## src/rtl/store_sequencer_pkg.sv

```systemverilog
// Shared types and encodings for the store-size sequencer: state enum,
// store-type codes and merge-mux select codes.
package store_pkg;

   typedef enum logic [2:0] {
      IDLE    = 3'd0,
      RD_REQ  = 3'd1,
      RD_WAIT = 3'd2,
      WRITE   = 3'd3,
      FINISH  = 3'd4
   } state_e;

   localparam logic [1:0] ST_SW  = 2'b00;
   localparam logic [1:0] ST_SH  = 2'b01;
   localparam logic [1:0] ST_SB  = 2'b10;
   localparam logic [1:0] ST_ILL = 2'b11;

   localparam logic [1:0] SS_WORD = 2'b00;
   localparam logic [1:0] SS_HALF = 2'b01;
   localparam logic [1:0] SS_BYTE = 2'b10;

   // Wide enough for the largest read latency (7).
   localparam int CNT_W = 3;

   function automatic logic [1:0] size_sel(input logic [1:0] st);
      logic [1:0] sel;
      sel = SS_WORD;
      case (st)
         ST_SH:   sel = SS_HALF;
         ST_SB:   sel = SS_BYTE;
         default: sel = SS_WORD;
      endcase
      return sel;
   endfunction

   function automatic logic misaligned(input logic [1:0] st, input logic [1:0] a_lo);
      return ((st == ST_SW) && (a_lo != 2'b00)) || ((st == ST_SH) && a_lo[0]);
   endfunction

endpackage

```

## src/rtl/store_sequencer.sv

```systemverilog
// Multicycle sequencer for sw/sh/sb stores: direct write for sw, read-modify-write
// for sh/sb. Define STORE_ALIGN_CHECK_EN to reject misaligned sw/sh stores.
//
// state   | meaning
// IDLE    | waiting for start; latches addr and store type on accept
// RD_REQ  | one-cycle mem_rd strobe, loads wait counter
// RD_WAIT | counts down read latency, captures mem_rdata at zero
// WRITE   | one-cycle mem_wr strobe with merge select driven
// FINISH  | one-cycle done (and err if flagged)
module store_sequencer
   import store_pkg::*;
#(
   parameter int MEM_RD_LAT = 1,
   parameter int ADDR_W     = 32
) (
   input  logic              clk,
   input  logic              reset_n,
   input  logic              start,
   input  logic [1:0]        store_type,
   input  logic [ADDR_W-1:0] addr,
   input  logic [31:0]       mem_rdata,
   output logic [ADDR_W-1:0] mem_addr,
   output logic              mem_rd,
   output logic              mem_wr,
   output logic [1:0]        store_size_ctrl,
   output logic [31:0]       merge_word,
   output logic              busy,
   output logic              done,
   output logic              err
);

   localparam logic [CNT_W-1:0] WAIT_INIT = CNT_W'(MEM_RD_LAT - 1);

   state_e            state_q, state_d;
   logic [CNT_W-1:0]  cnt_q, cnt_d;
   logic [ADDR_W-1:0] addr_q, addr_d;
   logic [1:0]        type_q, type_d;
   logic              err_q, err_d;
   logic [31:0]       merge_word_q, merge_word_d;
   logic              reject;

`ifdef STORE_ALIGN_CHECK_EN
   assign reject = (store_type == ST_ILL) || misaligned(store_type, addr[1:0]);
`else
   assign reject = (store_type == ST_ILL);
`endif

   always_ff @(posedge clk or negedge reset_n) begin
      if (!reset_n) begin
         state_q      <= IDLE;
         cnt_q        <= '0;
         addr_q       <= '0;
         type_q       <= ST_SW;
         err_q        <= 1'b0;
         merge_word_q <= '0;
      end else begin
         state_q      <= state_d;
         cnt_q        <= cnt_d;
         addr_q       <= addr_d;
         type_q       <= type_d;
         err_q        <= err_d;
         merge_word_q <= merge_word_d;
      end
   end

   always_comb begin
      state_d      = state_q;
      cnt_d        = cnt_q;
      addr_d       = addr_q;
      type_d       = type_q;
      err_d        = err_q;
      merge_word_d = merge_word_q;
      case (state_q)
         IDLE: begin
            if (start) begin
               addr_d = addr;
               type_d = store_type;
               err_d  = reject;
               if (reject)
                  state_d = FINISH;
               else if (store_type == ST_SW)
                  state_d = WRITE;
               else
                  state_d = RD_REQ;
            end
         end
         RD_REQ: begin
            cnt_d   = WAIT_INIT;
            state_d = RD_WAIT;
         end
         RD_WAIT: begin
            if (cnt_q == '0) begin
               merge_word_d = mem_rdata;
               state_d      = WRITE;
            end else begin
               cnt_d = cnt_q - 1'b1;
            end
         end
         WRITE:   state_d = FINISH;
         FINISH:  state_d = IDLE;
         default: state_d = IDLE;
      endcase
   end

   // All strobes decode only the state register, so they cannot glitch on inputs.
   assign mem_rd          = (state_q == RD_REQ);
   assign mem_wr          = (state_q == WRITE);
   assign done            = (state_q == FINISH);
   assign err             = (state_q == FINISH) && err_q;
   assign busy            = (state_q != IDLE);
   assign store_size_ctrl = ((state_q == RD_REQ) || (state_q == RD_WAIT) || (state_q == WRITE))
                            ? size_sel(type_q) : SS_WORD;
   assign mem_addr        = addr_q;
   assign merge_word      = merge_word_q;

endmodule

```

## config.mk

```make
export PLATFORM = sky130hd
export DESIGN_NAME = store_sequencer
export DESIGN_NICKNAME = d
export VERILOG_FILES = /design/src/rtl/store_sequencer_pkg.sv /design/src/rtl/store_sequencer.sv
export SDC_FILE = /design/constraint.sdc
export NUM_CORES = 1
export LEC_CHECK = 0
export ABC_AREA = 1
export CAP_MARGIN = 5
export CORE_UTILIZATION = 44
export CTS_CLUSTER_SIZE = 25
export DETAILED_ROUTE_END_ITERATION = 6
export PLACE_DENSITY_LB_ADDON = 0.08
export REMOVE_ABC_BUFFERS = 1
export SLEW_MARGIN = 20
export SYNTH_ARGS = -nofsm -noshare
export SYNTH_HDL_FRONTEND = slang
export SYNTH_SLANG_ARGS = --single-unit
```

## constraint.sdc

```tcl
create_clock -name clk -period 3.5 [get_ports clk]
set_clock_uncertainty 0.15 [all_clocks]
set_input_delay 0.875 -clock clk [delete_from_list [all_inputs] [get_ports clk]]
set_output_delay 0.875 -clock clk [all_outputs]
set_load 0.005 [all_outputs]
```

==> run metrics, run 1 <==
Seq/Total Area, Yosys 0.620; initial antenna violation count 0; routability congestion estimate roughly 0.75; CP max stage cell dfrtp_1; Cell variety after synth 20; Die W 83.8 um; leakage power total 2.29 nW; Placeable Area between 6000 and 7000 um2; largest net degree at the start of global routing 74; Synthesis Warnings 0; layout cells sized above 1 0.0476; CTS tree built; clock sinks between 70 and 80; H-tree depth 3; failing checks design-rule violations; Hold Crit Class flop to flop; filler instances 511; I/O Pins 140; DIE AREA between 7000 and 8000 um2; CP Capture Type output port; GRT Total Usage 0.209; final WL approximately 7100 um; vias in the first global route around 2500; area share of the largest cell type after synthesis 0.620; final net count approximately 550; fmax between 0.3 and 0.4 GHz; crit share post-route 0.793; vias per inst about 4.6; Tightest Pin Transition between 0.9 and 1 ns; Vias between 2000 and 3000; worst endpoint required time 2.47 ns; CTS root buffer clkbuf_8; Mapped Area 2950 um2; number of DRC markers in iteration 0 around 170; startpoint types flop; CTS Buffer Depth 2; hold buffer count at CTS 0; Setup TNS 0 ns; max_cap viols 0; area grow syn2layout 54.9%; worst path cell trace nor2_4 -> inv_1 -> nand2_1 -> nor3_1 -> clkdlybuf4s50_1; Post-Syn Instances between 300 and 400; post-CTS sizing 0; # DRC 14; Fin. Hold Viols 0; relative slew slack 0.392; total CTS buffers 9; Yosys reg bits between 70 and 80; RSZ-0062 raised after global routing false; total congestion overflow 0; top post-synthesis cells by area dfrtp_1 (62%), nand2_1 (27%), buf_6 (1.5%); clk slew on worst S/H paths about 0.08 ns; max incr delay on CP ~0.52 ns; IO buf count approximately 140; Avg WL per Cell between 10 and 15 um; fin crit period approximately 2.8 ns; outcome complete, but fails checks; post-detail-place hpwl 4830 um; Die Ht ~84 um; first-pass GRT wire length 11600 um; Max rail drop VDD between 0.0004 and 0.0005 V; Max Slew Vio Count 0; largest area contributor in the netlist dfrtp_1; kind of critical path flop to output port; Initial Util 0.459; ANT cells 0; hold slack between 0.3 and 0.4 ns; Critical Path AT 1.75 ns; post-route ant nets 0; Post-CTS Setup Bufs 0; DRT Pass-1 Iters 6; setup violators final 0; Pwr Density between 800 and 900 nW/um2; Core Rows 29; Clk Latency, worst-skew pair ~0.32 ns; Power Total approximately 3.9 mW; CP max FO 8; Avg Cell Area, Syn 8.64 um2
[state kept, by name (all words and copies together) (netlist names)]
name,count
type_q,2
state_q,3
cnt_q,3
merge_word,32
mem_addr,32
err_q,1
[layer usage]
metal	routed length [um]	track usage
met5	0	0
met4	33	0.0611
met3	435	0.0633
met2	3570	0.342
met1	3020	0.268
[worst max-delay path: cells and delay by family (launching register included)]
family        cells  cell delay, ns
buf+inv           2            0.60
flops             1            0.52
simple gates      3            0.30
[metrics by stage]
step	cell area (um2)	instances	util	setup WS (ns)
after floorplan	2860	328	-	1.61
after global placement	4340	544	0.676	0.793
after detailed placement	4340	544	0.676	0.759
after CTS	4560	560	0.710	0.715
after global routing	4560	560	0.710	0.557
final	4560	560	0.710	0.725
[synth_stat cells]
cell type	n
buf_6	4
nand3_4	1
inv_2	2
ha_1	2
buf_2	8
nand3_1	8
dfrtp_1	73
o21ai_0	3
a21oi_1	1
clkbuf_1	1
nor3_1	1
nand3_2	1
and3_1	2
clkinv_2	1
nor2b_1	1
nor2_1	6
nand2_1	213
inv_1	11
nor2_2	1
nor2_4	1
[layout by cell type, fill, tap and decap left out, drive strengths merged, types with 2 or more instances in the layout]
master,synthesis,routed
clkinv,1,3
clkbuf,1,10
nor2,8,8
nand3,10,10
clkinvlp,0,2
o21ai,3,3
and3,2,2
inv,13,13
dfrtp,73,73
bufinv,0,2
nand2,213,213
ha,2,2
clkdlybuf4s50,0,138
[kinds of logic (layout without fill, tap and decap cells)]
family                     after synthesis  count (layout)  synth area share
and+or+nand+nor                        235             235             0.316
DFF                                     73              73             0.620
buffers and inverters                   27             169            0.0484
AOI/OAI and AO/OA                        4               4           0.00679
adders and majority gates                2               2           0.00849
[cell type report]
class                      count  area, um2  share of cell area
clock inverter                 6       92.6              0.0203
inverter                      14       53.8              0.0118
sequential                    73       1830               0.400
timing repair buffer         139       1390               0.304
tap                           77       96.3              0.0211
multi-input combinational    241        976               0.214
clock buffer                  10        128              0.0280
[power breakdown]
part / internal [mW] / total, mW / switching, mW
combinational: 0.959 / 1.72 / 0.760
sequential: 1.24 / 1.47 / 0.233
clock: 0.404 / 0.718 / 0.314
total: 2.60 / 3.91 / 1.31
[path summary, 6_finish.rpt]
| check | start | endpoint | slack (ns) | cells past startpoint |
|---|---|---|---|---|
| worst max-delay path | state_q[1]$_DFFE_PN0P_ | store_size_ctrl[1] | 0.73 | 5 |
| worst min-delay path | mem_addr[0]$_DFFE_PN0P_ | mem_addr[0]$_DFFE_PN0P_ | 0.33 | 2 |
| worst max register to register | cnt_q[0]$_DFFE_PN0P_ | merge_word[10]$_DFFE_PN0P_ | 1.08 | 7 |
| worst min register to register | mem_addr[0]$_DFFE_PN0P_ | mem_addr[0]$_DFFE_PN0P_ | 0.33 | 2 |
| max in group asynchronous | reset_n | mem_addr[27]$_DFFE_PN0P_ | 2.08 | 1 |
| min in group asynchronous | reset_n | mem_addr[16]$_DFFE_PN0P_ | 0.49 | 1 |
(Power assumes the default switching activity.)
==> run 2: changes to the inputs <==
--- a/config.mk
+++ b/config.mk
@@ -7,7 +7,7 @@
 export LEC_CHECK = 0
 export ABC_AREA = 1
 export CAP_MARGIN = 5
-export CORE_UTILIZATION = 44
+export CORE_UTILIZATION = 37
 export CTS_CLUSTER_SIZE = 25
 export DETAILED_ROUTE_END_ITERATION = 6
 export PLACE_DENSITY_LB_ADDON = 0.08
==> constraint.sdc (replaced) <==
create_clock -name clk -period 2.4 [get_ports clk]
set_clock_uncertainty 0.15 [all_clocks]
set_input_delay 0.6 -clock clk [delete_from_list [all_inputs] [get_ports clk]]
set_output_delay 0.6 -clock clk [all_outputs]
set_load 0.005 [all_outputs]
==> run 2 against run 1 <==
Against the previous run:
- combinational power increased by 53%
- critical path type unchanged
- the run now ends clean
- power up 52%
- global-route usage down 2.2 points
- register-to-register slack got worse by 0.49 ns
==> run metrics, run 2 (same netlist as run 1, synthesis figures left out) <==
Placeable Area 7730 um2 (+20%); area grow syn2layout 60.3%; worst endpoint required time 1.65 ns (-0.82 ns); initial antenna violation count 0 (unchanged); WP buf/inv 3 (+1); vias in the first global route 2581 (+2.6%); # DRC 0 (-14); Critical Path AT 1.59 ns (-0.16 ns); fin crit period roughly 2.3 ns; final WL 7500 um (+6.2%); filler instances 672 (+32%); CP Capture Type output port; Max Slew Vio Count 0 (unchanged); H-tree depth 3 (unchanged); first-pass GRT wire length 12200 um (+4.9%); leakage power total 2.42 nW (+5.4%); Initial Util 0.381 (-0.0774); layout cells sized above 1 0.0752 (+0.0276); startpoint types flop; worst path cell trace inv_4 -> nand3_1 -> inv_1 -> clkdlybuf4s50_1; clock sinks 73 (unchanged); Comb power frac 0.444 (+0.005); commonest non-fill, non-tap cells in the layout nand2_1 (213), clkdlybuf4s50_1 (135), dfrtp_1 (70); post-route ant nets 0 (unchanged); ANT cells 0 (unchanged); CTS tree built; vias per inst 4.45 (-2.7%); Tightest Pin Transition 0.541 ns (-0.372 ns); setup violators final 0 (unchanged); GRT Total Usage 0.187 (-0.0222); outcome completed; hold slack 0.0823 ns (-0.246 ns); hold buffer count at CTS 0 (unchanged); CP max stage cell clkdlybuf4s50_1; crit-path leading delay family buffers and inverters; R2R Path Start state_q[0]$_DFFE_PN0P_; Worst Setup SP state_q[2]$_DFFE_PN0P_; DRT Pass-1 Iters 4 (-2); Seq pwr share 0.361 (-0.016); Max rail drop VDD 0.000607 V (+27%); kind of critical path flop to output port; clk slew on worst S/H paths 0.07 ns (about the same); max_cap viols 0 (unchanged); switching part of the total 0.325 (-0.00901); Psw 1.94 mW (+48%); DIE AREA 8320 um2 (+18%); CTS Buffer Depth 2 (unchanged); I/O Pins 140 (unchanged); max incr delay on CP 0.50 ns (-0.02 ns); Die Ht 91.2 um (+8.8%); Pwr Density 1260 nW/um2 (+47%); fmax 0.427 GHz; Clk Latency, worst-skew pair 0.33 ns (about the same); post-detail-place hpwl 4990 um (+3.3%); final net count 559 (+1.8%); relative slew slack 0.639 (+0.247); Fin. Hold Viols 0 (unchanged); Vias 2641 (+3.2%); crit share post-route 0.975; Int Power 4.02 mW (+54%); total congestion overflow 0 (unchanged); number of DRC markers in iteration 0 103 (-38%); Die W 91.2 um (+8.8%); commonest non-fill, non-tap cell in the layout nand2_1; routability congestion estimate 0.773 (+3.5%); largest net degree at the start of global routing 38 (-49%); Avg WL per Cell 12.6 um (+0.15%); R2R setup slack 0.59 ns (-0.49 ns); Setup TNS 0 ns (unchanged); total CTS buffers 9 (unchanged); Hold Crit Class input pin to asynchronous set/reset pin; Clk network pwr share 0.195 (+0.011); CTS root buffer clkbuf_8; IO buf count 139 (unchanged); Core Rows 32 (+10%); CP max FO 8 (unchanged)
## run 2: cell types whose count changed in the layout (fill, tap and decap cells not counted), moves of 2 or more
cell | before | now
buf_4 | 1 | 10
clkdlybuf4s50_1 | 138 | 135
dfrtp_1 | 73 | 70
dfrtp_2 | 0 | 3
dlymetal6s2s_1 | 0 | 3
clkinvlp_4 | 2 | 0
## run 2: what timing repair did
| action | in CTS | in global routing |
|---|---|---|
| pin swaps | 1 | 1 |
| resized for setup | 5 | 3 |
| endpoints found under the setup margin | 5 | 4 |
| buffers inserted | 4 | 3 |
## run 2: area by class of cell
cell class,instances,area [um2],area share
repair buffers,149,1480,0.314
clock inverters,5,104,0.0220
multi-input cells,241,981,0.208
flip-flops and latches,73,1830,0.388
well taps,102,128,0.0270
clock buffers,10,138,0.0292
inverters,14,56.3,0.0119
## run 2: power groups by stage
stage	clock network (mW)	logic (mW)	registers, mW
after floorplan	0	0.977	2.19
after global placement	0	2.52	2.14
after detailed placement	0	2.57	2.16
after CTS	1.19	2.65	2.15
after global routing	1.24	2.96	2.22
final	1.16	2.64	2.15
## run 2: routing by layer
layer,global-route usage,part of all wire
met1,0.228,0.44
met4,0.0820,0.011
met3,0.0645,0.087
met5,0,0
met2,0.300,0.46
## run 2: final timing paths
path,to,depth (start not counted)
worst min register to register,type_q[1]$_DFFE_PN0P_,2
worst min-delay path,merge_word[23]$_DFFE_PN0P_,1
worst max-delay path,mem_wr,4
worst max register to register,merge_word[19]$_DFFE_PN0P_,7
min in group clk,type_q[1]$_DFFE_PN0P_,2
max in group asynchronous,state_q[1]$_DFFE_PN0P_,2
## run 2: metrics by stage
| stage | utilization | std cells | total power, mW | instance area (um2) | setup WS (ns) |
|---|---|---|---|---|---|
| finish | 0.611 | 594 | 5.96 | 4720 | 0.0597 |
| global route | 0.611 | 594 | 6.41 | 4720 | -0.00333 |
| CTS | 0.607 | 591 | 5.99 | 4690 | 0.00176 |
| detailed placement | 0.570 | 572 | 4.73 | 4410 | 0.252 |
| global placement | 0.570 | 572 | 4.67 | 4410 | 0.285 |
| floorplan | - | 328 | 3.16 | 2860 | 0.514 |
